### config.mk
export PLATFORM = sky130hd
export DESIGN_NAME = gps_point_feeder
export DESIGN_NICKNAME = d
export VERILOG_FILES = /design/src/rtl/gps_pkg.sv /design/src/rtl/gps_fifo.sv /design/src/rtl/gps_point_feeder.sv
export SDC_FILE = /design/constraint.sdc
export NUM_CORES = 1
export LEC_CHECK = 0
export CORE_ASPECT_RATIO = 1.75
export CORE_UTILIZATION = 40
export DETAILED_ROUTE_END_ITERATION = 6
export SKIP_LAST_GASP = 1
export SLEW_MARGIN = 5
export SYNTH_ARGS = -nofsm -noshare
export SYNTH_HDL_FRONTEND = slang
export SYNTH_SLANG_ARGS = --single-unit
### constraint.sdc
create_clock -name clk -period 14.7 [get_ports clk]
set_input_delay 2.94 -clock clk [delete_from_list [all_inputs] [get_ports clk]]
set_output_delay 2.94 -clock clk [all_outputs]
set_load 0.1 [all_outputs]
### src/rtl/gps_pkg.sv
// Shared types and defaults for the GPS point feeder.
package gps_pkg;
   localparam int GPS_COORD_W = 24;
   localparam int GPS_GAP_MIN = 2;
   localparam int GPS_TIMEOUT = 1024;

   typedef enum logic [1:0] {IDLE, ISSUE, WAIT_V, GAP} gps_state_e;
endpackage

### src/rtl/gps_fifo.sv
// Synchronous FIFO with push/pop/flush; occupancy comes from a count register.
module gps_fifo #(
   parameter int W     = 48,
   parameter int DEPTH = 8,
   parameter int AW    = 3
)(
   input  logic          clk,
   input  logic          reset_n,
   input  logic          push,
   input  logic          pop,
   input  logic          flush,
   input  logic [W-1:0]  wdata,
   output logic [W-1:0]  rdata,
   output logic [AW:0]   level,
   output logic          full
);
   logic [W-1:0]  r_mem [DEPTH];
   logic [AW-1:0] r_wr, r_rd;
   logic [AW:0]   r_cnt;

   always_ff @(posedge clk) begin
      if (push && !flush) r_mem[r_wr] <= wdata;
   end

   always_ff @(posedge clk or negedge reset_n) begin
      if (!reset_n) begin
         r_wr  <= '0;
         r_rd  <= '0;
         r_cnt <= '0;
      end else if (flush) begin
         r_wr  <= '0;
         r_rd  <= '0;
         r_cnt <= '0;
      end else begin
         if (push) r_wr <= r_wr + 1'b1;
         if (pop)  r_rd <= r_rd + 1'b1;
         case ({push, pop})
            2'b10:   r_cnt <= r_cnt + 1'b1;
            2'b01:   r_cnt <= r_cnt - 1'b1;
            default: r_cnt <= r_cnt;
         endcase
      end
   end

   assign rdata = r_mem[r_rd];
   assign level = r_cnt;
   assign full  = (r_cnt == (AW+1)'(DEPTH));
endmodule

### src/rtl/gps_point_feeder.sv
// Feeds buffered LON/LAT points to the distance calculator, paced by its Valid.
// Optional watchdog on the Valid wait is enabled by defining GPS_WDOG_EN.
module gps_point_feeder
   import gps_pkg::*;
#(
   parameter int COORD_W = GPS_COORD_W,
   parameter int DEPTH   = 8,
   parameter int AW      = 3,
   parameter int GAP_MIN = GPS_GAP_MIN
`ifdef GPS_WDOG_EN
   ,parameter int TIMEOUT = GPS_TIMEOUT
`endif
)(
   input  logic               clk,
   input  logic               reset_n,
   input  logic               in_valid,
   output logic               in_ready,
   input  logic [COORD_W-1:0] in_lon,
   input  logic [COORD_W-1:0] in_lat,
   input  logic               flush,
   input  logic               gps_valid,
   output logic               DEN,
   output logic [COORD_W-1:0] LON_OUT,
   output logic [COORD_W-1:0] LAT_OUT,
   output logic [AW:0]        level,
   output logic [15:0]        issued_cnt,
   output logic               timeout
);
   localparam int GW = (GAP_MIN > 1) ? $clog2(GAP_MIN) : 1;

   gps_state_e           r_state, w_nxt;
   logic [2*COORD_W-1:0] w_head;
   logic [AW:0]          w_level;
   logic                 w_full, w_push, w_pop, w_go;
   logic                 r_den, r_primed;
   logic [COORD_W-1:0]   r_lon, r_lat;
   logic [15:0]          r_issued;
   logic [GW-1:0]        r_gap;

   assign in_ready = !w_full && !flush;
   assign w_push   = in_valid && in_ready;
   // A flush in the deciding cycle would empty the FIFO under a pending pop.
   assign w_go     = (w_level != '0) && !flush;

   gps_fifo #(.W(2*COORD_W), .DEPTH(DEPTH), .AW(AW)) u_fifo (
      .clk(clk), .reset_n(reset_n), .push(w_push), .pop(w_pop), .flush(flush),
      .wdata({in_lon, in_lat}), .rdata(w_head), .level(w_level), .full(w_full)
   );

`ifdef GPS_WDOG_EN
   localparam int WDW = (TIMEOUT > 1) ? $clog2(TIMEOUT) : 1;
   logic [WDW-1:0] r_wd;
   logic           r_timeout, w_to, w_wd_exp;

   always_ff @(posedge clk or negedge reset_n) begin
      if (!reset_n) begin
         r_wd      <= '0;
         r_timeout <= 1'b0;
      end else begin
         r_wd      <= (r_state == WAIT_V) ? r_wd + 1'b1 : '0;
         r_timeout <= w_to;
      end
   end
   assign w_wd_exp = (r_wd == WDW'(TIMEOUT-1));
   assign w_to     = (r_state == WAIT_V) && !gps_valid && w_wd_exp;
   assign timeout  = r_timeout;
`else
   assign timeout  = 1'b0;
`endif

   always_comb begin
      w_nxt = r_state;
      w_pop = 1'b0;
      case (r_state)
         IDLE:   if (w_go) w_nxt = ISSUE;
         ISSUE: begin
            w_pop = 1'b1;
            w_nxt = r_primed ? WAIT_V : GAP;
         end
`ifdef GPS_WDOG_EN
         WAIT_V: if (gps_valid || w_wd_exp) w_nxt = GAP;
`else
         WAIT_V: if (gps_valid) w_nxt = GAP;
`endif
         // GAP falls straight into ISSUE so DEN spacing is exactly GAP_MIN+1.
         GAP:    if (r_gap == GW'(GAP_MIN-1)) w_nxt = w_go ? ISSUE : IDLE;
         default: w_nxt = IDLE;
      endcase
   end

   always_ff @(posedge clk or negedge reset_n) begin
      if (!reset_n) begin
         r_state  <= IDLE;
         r_den    <= 1'b0;
         r_primed <= 1'b0;
         r_lon    <= '0;
         r_lat    <= '0;
         r_issued <= '0;
         r_gap    <= '0;
      end else begin
         r_state <= w_nxt;
         r_den   <= (r_state == ISSUE);
         r_gap   <= (r_state == GAP) ? r_gap + 1'b1 : '0;
         if (r_state == ISSUE) begin
            {r_lon, r_lat} <= w_head;
            r_issued       <= r_issued + 16'd1;
            r_primed       <= 1'b1;
         end
      end
   end

   assign DEN        = r_den;
   assign LON_OUT    = r_lon;
   assign LAT_OUT    = r_lat;
   assign level      = w_level;
   assign issued_cnt = r_issued;
endmodule

==> flow_summary.yaml <==
clock_network:
  clk-insertion-delay-late_ns: 0.55
  hold_fix_buffers_cts: 0
  cts_max_level: 2
  clk_pin_slew_ns: 0.06
  max-clock-path-buffers: 3
  postCtsSetupBuffers: 0
  cts-buffers-inserted: 41
  tritoncts: "built"
  cts_root_buffer: "clkbuf_16"
  postcts_resize_cnt: 0
  cts.sinks: 463
yosys:
  yosys_most_used_dff: "edfxtp_1"
  mapped_cells: 874
  synth.ff_latch_count: 463
  post-synth-top-area-cell: "edfxtp_1"
  combined_area_of_all_synthesized_cells_mm2: 0.0177
  synth-adder-area-share_pct: 0.709
  synth_compound_gate_area_share_pct: 2.05
  share_of_the_yosys_chip_area_belonging_to_registers_pct: 76.5
  synthMuxAreaShare_pct: 15.2
  synth_top_family_by_area: "multiplexers"
  most_common_cell_in_the_synthesized_netlist: "edfxtp_1"
  synth_warnings: 0
  synth_edf_count: 384
  netlist_top_cells_area: "edfxtp_1, mux4_2, dfrtp_1, mux2i_1, a21oi_1"
  post_synth_num_cell_types: 44
  synth.top_cell.area_share_pct: 65.3
  post_synth_xor_area_fraction_pct: 1.04
  ys_async_sr_fraction_pct: 17.1
  netlist_top_cells_count: "edfxtp_1, mux4_2, dfrtp_1"
  syn_nets: 937
  synthSimpleGateAreaFrac_pct: 3.08
  syn_avg_cell_area_um2: 20.2
setup_path:
  r2r_setup_slack_ns: 11.68
  critical_path.endpoint_type: "output port"
  timing.reg2reg.worst_path_depth: 4
  classification_of_the_worst_setup_path: "input port to output port"
  critical_path.max_stage_delay_ns: 1.14
  r2r_end: "LON_OUT[6]"
  worstPathBufferInverterCount: 2
  critical_path.startpoint_type: "input port"
  highest_delay_cell_along_the_critical_path: "clkdlybuf4s50_1"
  worst_ep_required_time_ns: 11.76
  cells_along_the_critical_path: "clkdlybuf4s50_1 -> nor2_1 -> clkdlybuf4s50_1"
  regToRegStartpoint: "u_fifo.r_rd[0]"
  largest_delay_contributor_family_on_the_critical_path: "buffers and inverters"
  cp.arrival_ns: 4.97
  maximum_fanout_along_the_worst_path: 15
  worst_path_most_repeated_cell: "clkdlybuf4s50_1"
place:
  dp_hpwl_um: 18200
  placement.cell_area_mm2: 0.0195
  routabilityCongestion: 0.725
  io_buffers: 122
global_route:
  grt_max_degree: 75
  grt_first_pass_wirelength_um: 53200
  grt-ovfl-total: 0
  grt_antenna_before_repair: 2
  global_route.usage.total_pct: 15.8
  first_global_vias: 9019
timing:
  whs_ns: 0.453
  post-route-period-util_pct: 53.8
  report.final.setup_viol: 0
  worstMarginPinSlew_ns: 1.06
  timing.final.max_slew_violations: 0
  grt_setup_unrepaired: "false"
  timing.clock.skew_ns: 0.0205
  timing.fmax_mhz: 126
  period_needed_ns: 7.91
  worst_slew_margin_rel_pct: 29.1
  timing.final.hold_violations: 0
  fin_setup_tns_ns: 0
detailed_routing:
  remaining_drc_errors: 0
  drt-pass1-iter-count: 5
  post_drt_via_cell_ratio: 5.23
  wl_per_cell_um: 21.5
  ant_nets: 0
  finalWirelength_um: 34500
  vias: 8392
  drtIter0Drc: 609
pwr:
  irDropWorstVdd_v: 0.000142
  p_per_area_mw_per_mm2: 195
  leakagePower_nw: 6.75
  total_power_mw: 4.09
outcome:
  outcome: "complete, no violations"
min_path:
  hp-class: "flip-flop to flip-flop"
  hold_path_end: "r_gap"
  timing.hold.worst_path_depth: 1
  hp-start: "r_gap"
final_layout:
  fin_area_mm2: 0.0210
  share_of_post_route_cells_with_drive_strength_above_1_pct: 18.9
  synthToLayoutAreaGrowth_pct: 18.8
  fin_nets: 1070
floorplanning:
  io-pin-count: 124
  rows: 101
  die_y_um: 280
  fp.dieArea_mm2: 0.0450
  floorplan.core_area_mm2: 0.0435
  floorplan.initialDensity_pct: 40.6
  chipWidth_um: 161
run:
  max_cap_violations: 0
-- cell usage in the layout (no fill, tap or decap), drive strengths merged, types with 4 or more instances in the layout --
master	n
clkinvlp	7
buf	14
nor2	59
nand2	14
bufinv	6
clkinv	12
nor3	8
edfxtp	384
clkbuf	47
ha	10
mux4	96
xor2	8
xnor2	13
clkdlybuf4s50	121
nand3	7
o21ai	5
inv	9
and3	4
mux2i	49
nand4	4
a21oi	51
dfrtp	79
-- where the power goes --
group          internal (mW)  switching (mW)  total, mW  leakage (nW)
clock network          0.653           0.475       1.13         0.680
registers               1.55           0.108       1.66          4.40
logic                  0.396           0.903       1.30          1.67
total                   2.60            1.49       4.09          6.75
-- registers in the layout, indices dropped and copies added (netlist names) --
register,flops
LON_OUT,24
issued_cnt,16
u_fifo.r_wr,3
r_gap,1
LAT_OUT,24
DEN,1
r_primed,1
u_fifo.r_rd,3
r_state,2
u_fifo.level,4
u_fifo.r_mem,384
-- stage by stage --
step / util, % / cells / setup WS, ns
6_report: 48.2 / 1605 / 6.79
5_1_grt: 48.2 / 1605 / 6.69
4_1_cts: 48.2 / 1604 / 6.76
3_5_place_dp: 44.9 / 1530 / 6.77
3_3_place_gp: 44.9 / 1530 / 6.78
2_1_floorplan: - / 874 / 6.09
-- routing by layer --
| metal | vias up | wire, um | GRT usage, % |
|---|---|---|---|
| met1 | 4412 | 14200 | 19.3 |
| met3 | 51 | 1430 | 2.77 |
| li1 | 3748 | - | - |
| met2 | 179 | 18200 | 28.5 |
| met5 | - | 13 | 0 |
| met4 | 2 | 757 | 4.86 |
-- final cells by class --
| cell class | instances | area [um^2] |
|---|---|---|
| fillers | 3578 | 22500 |
| flip-flops and latches | 463 | 13500 |
| multi-input cells | 359 | 3970 |
| repair buffers | 135 | 1320 |
| clock buffers | 47 | 1110 |
| well taps | 566 | 708 |
| clock inverters | 27 | 315 |
| inverters | 7 | 26.3 |
| diodes | 1 | 2.50 |
-- worst max path at each step --
stage,start,cells past startpoint,slack (ns),endpoint
after floorplan,in_valid,4,6.09,u_fifo.r_mem[0][0]
after detailed placement,flush,3,6.77,in_ready
after global placement,flush,3,6.78,in_ready
final,flush,3,6.79,in_ready
after CTS,flush,3,6.76,in_ready
after global routing,flush,3,6.69,in_ready
-- cells by family (layout without fill, tap and decap cells) --
logic type,Yosys count,in the layout
flops,463,463
other cells,1,2
mux,148,148
fa+ha+maj,10,10
xor+xnor,21,21
compound gates,64,64
simple gates,115,115
buf+inv,52,216
(Power assumes the default switching activity.)
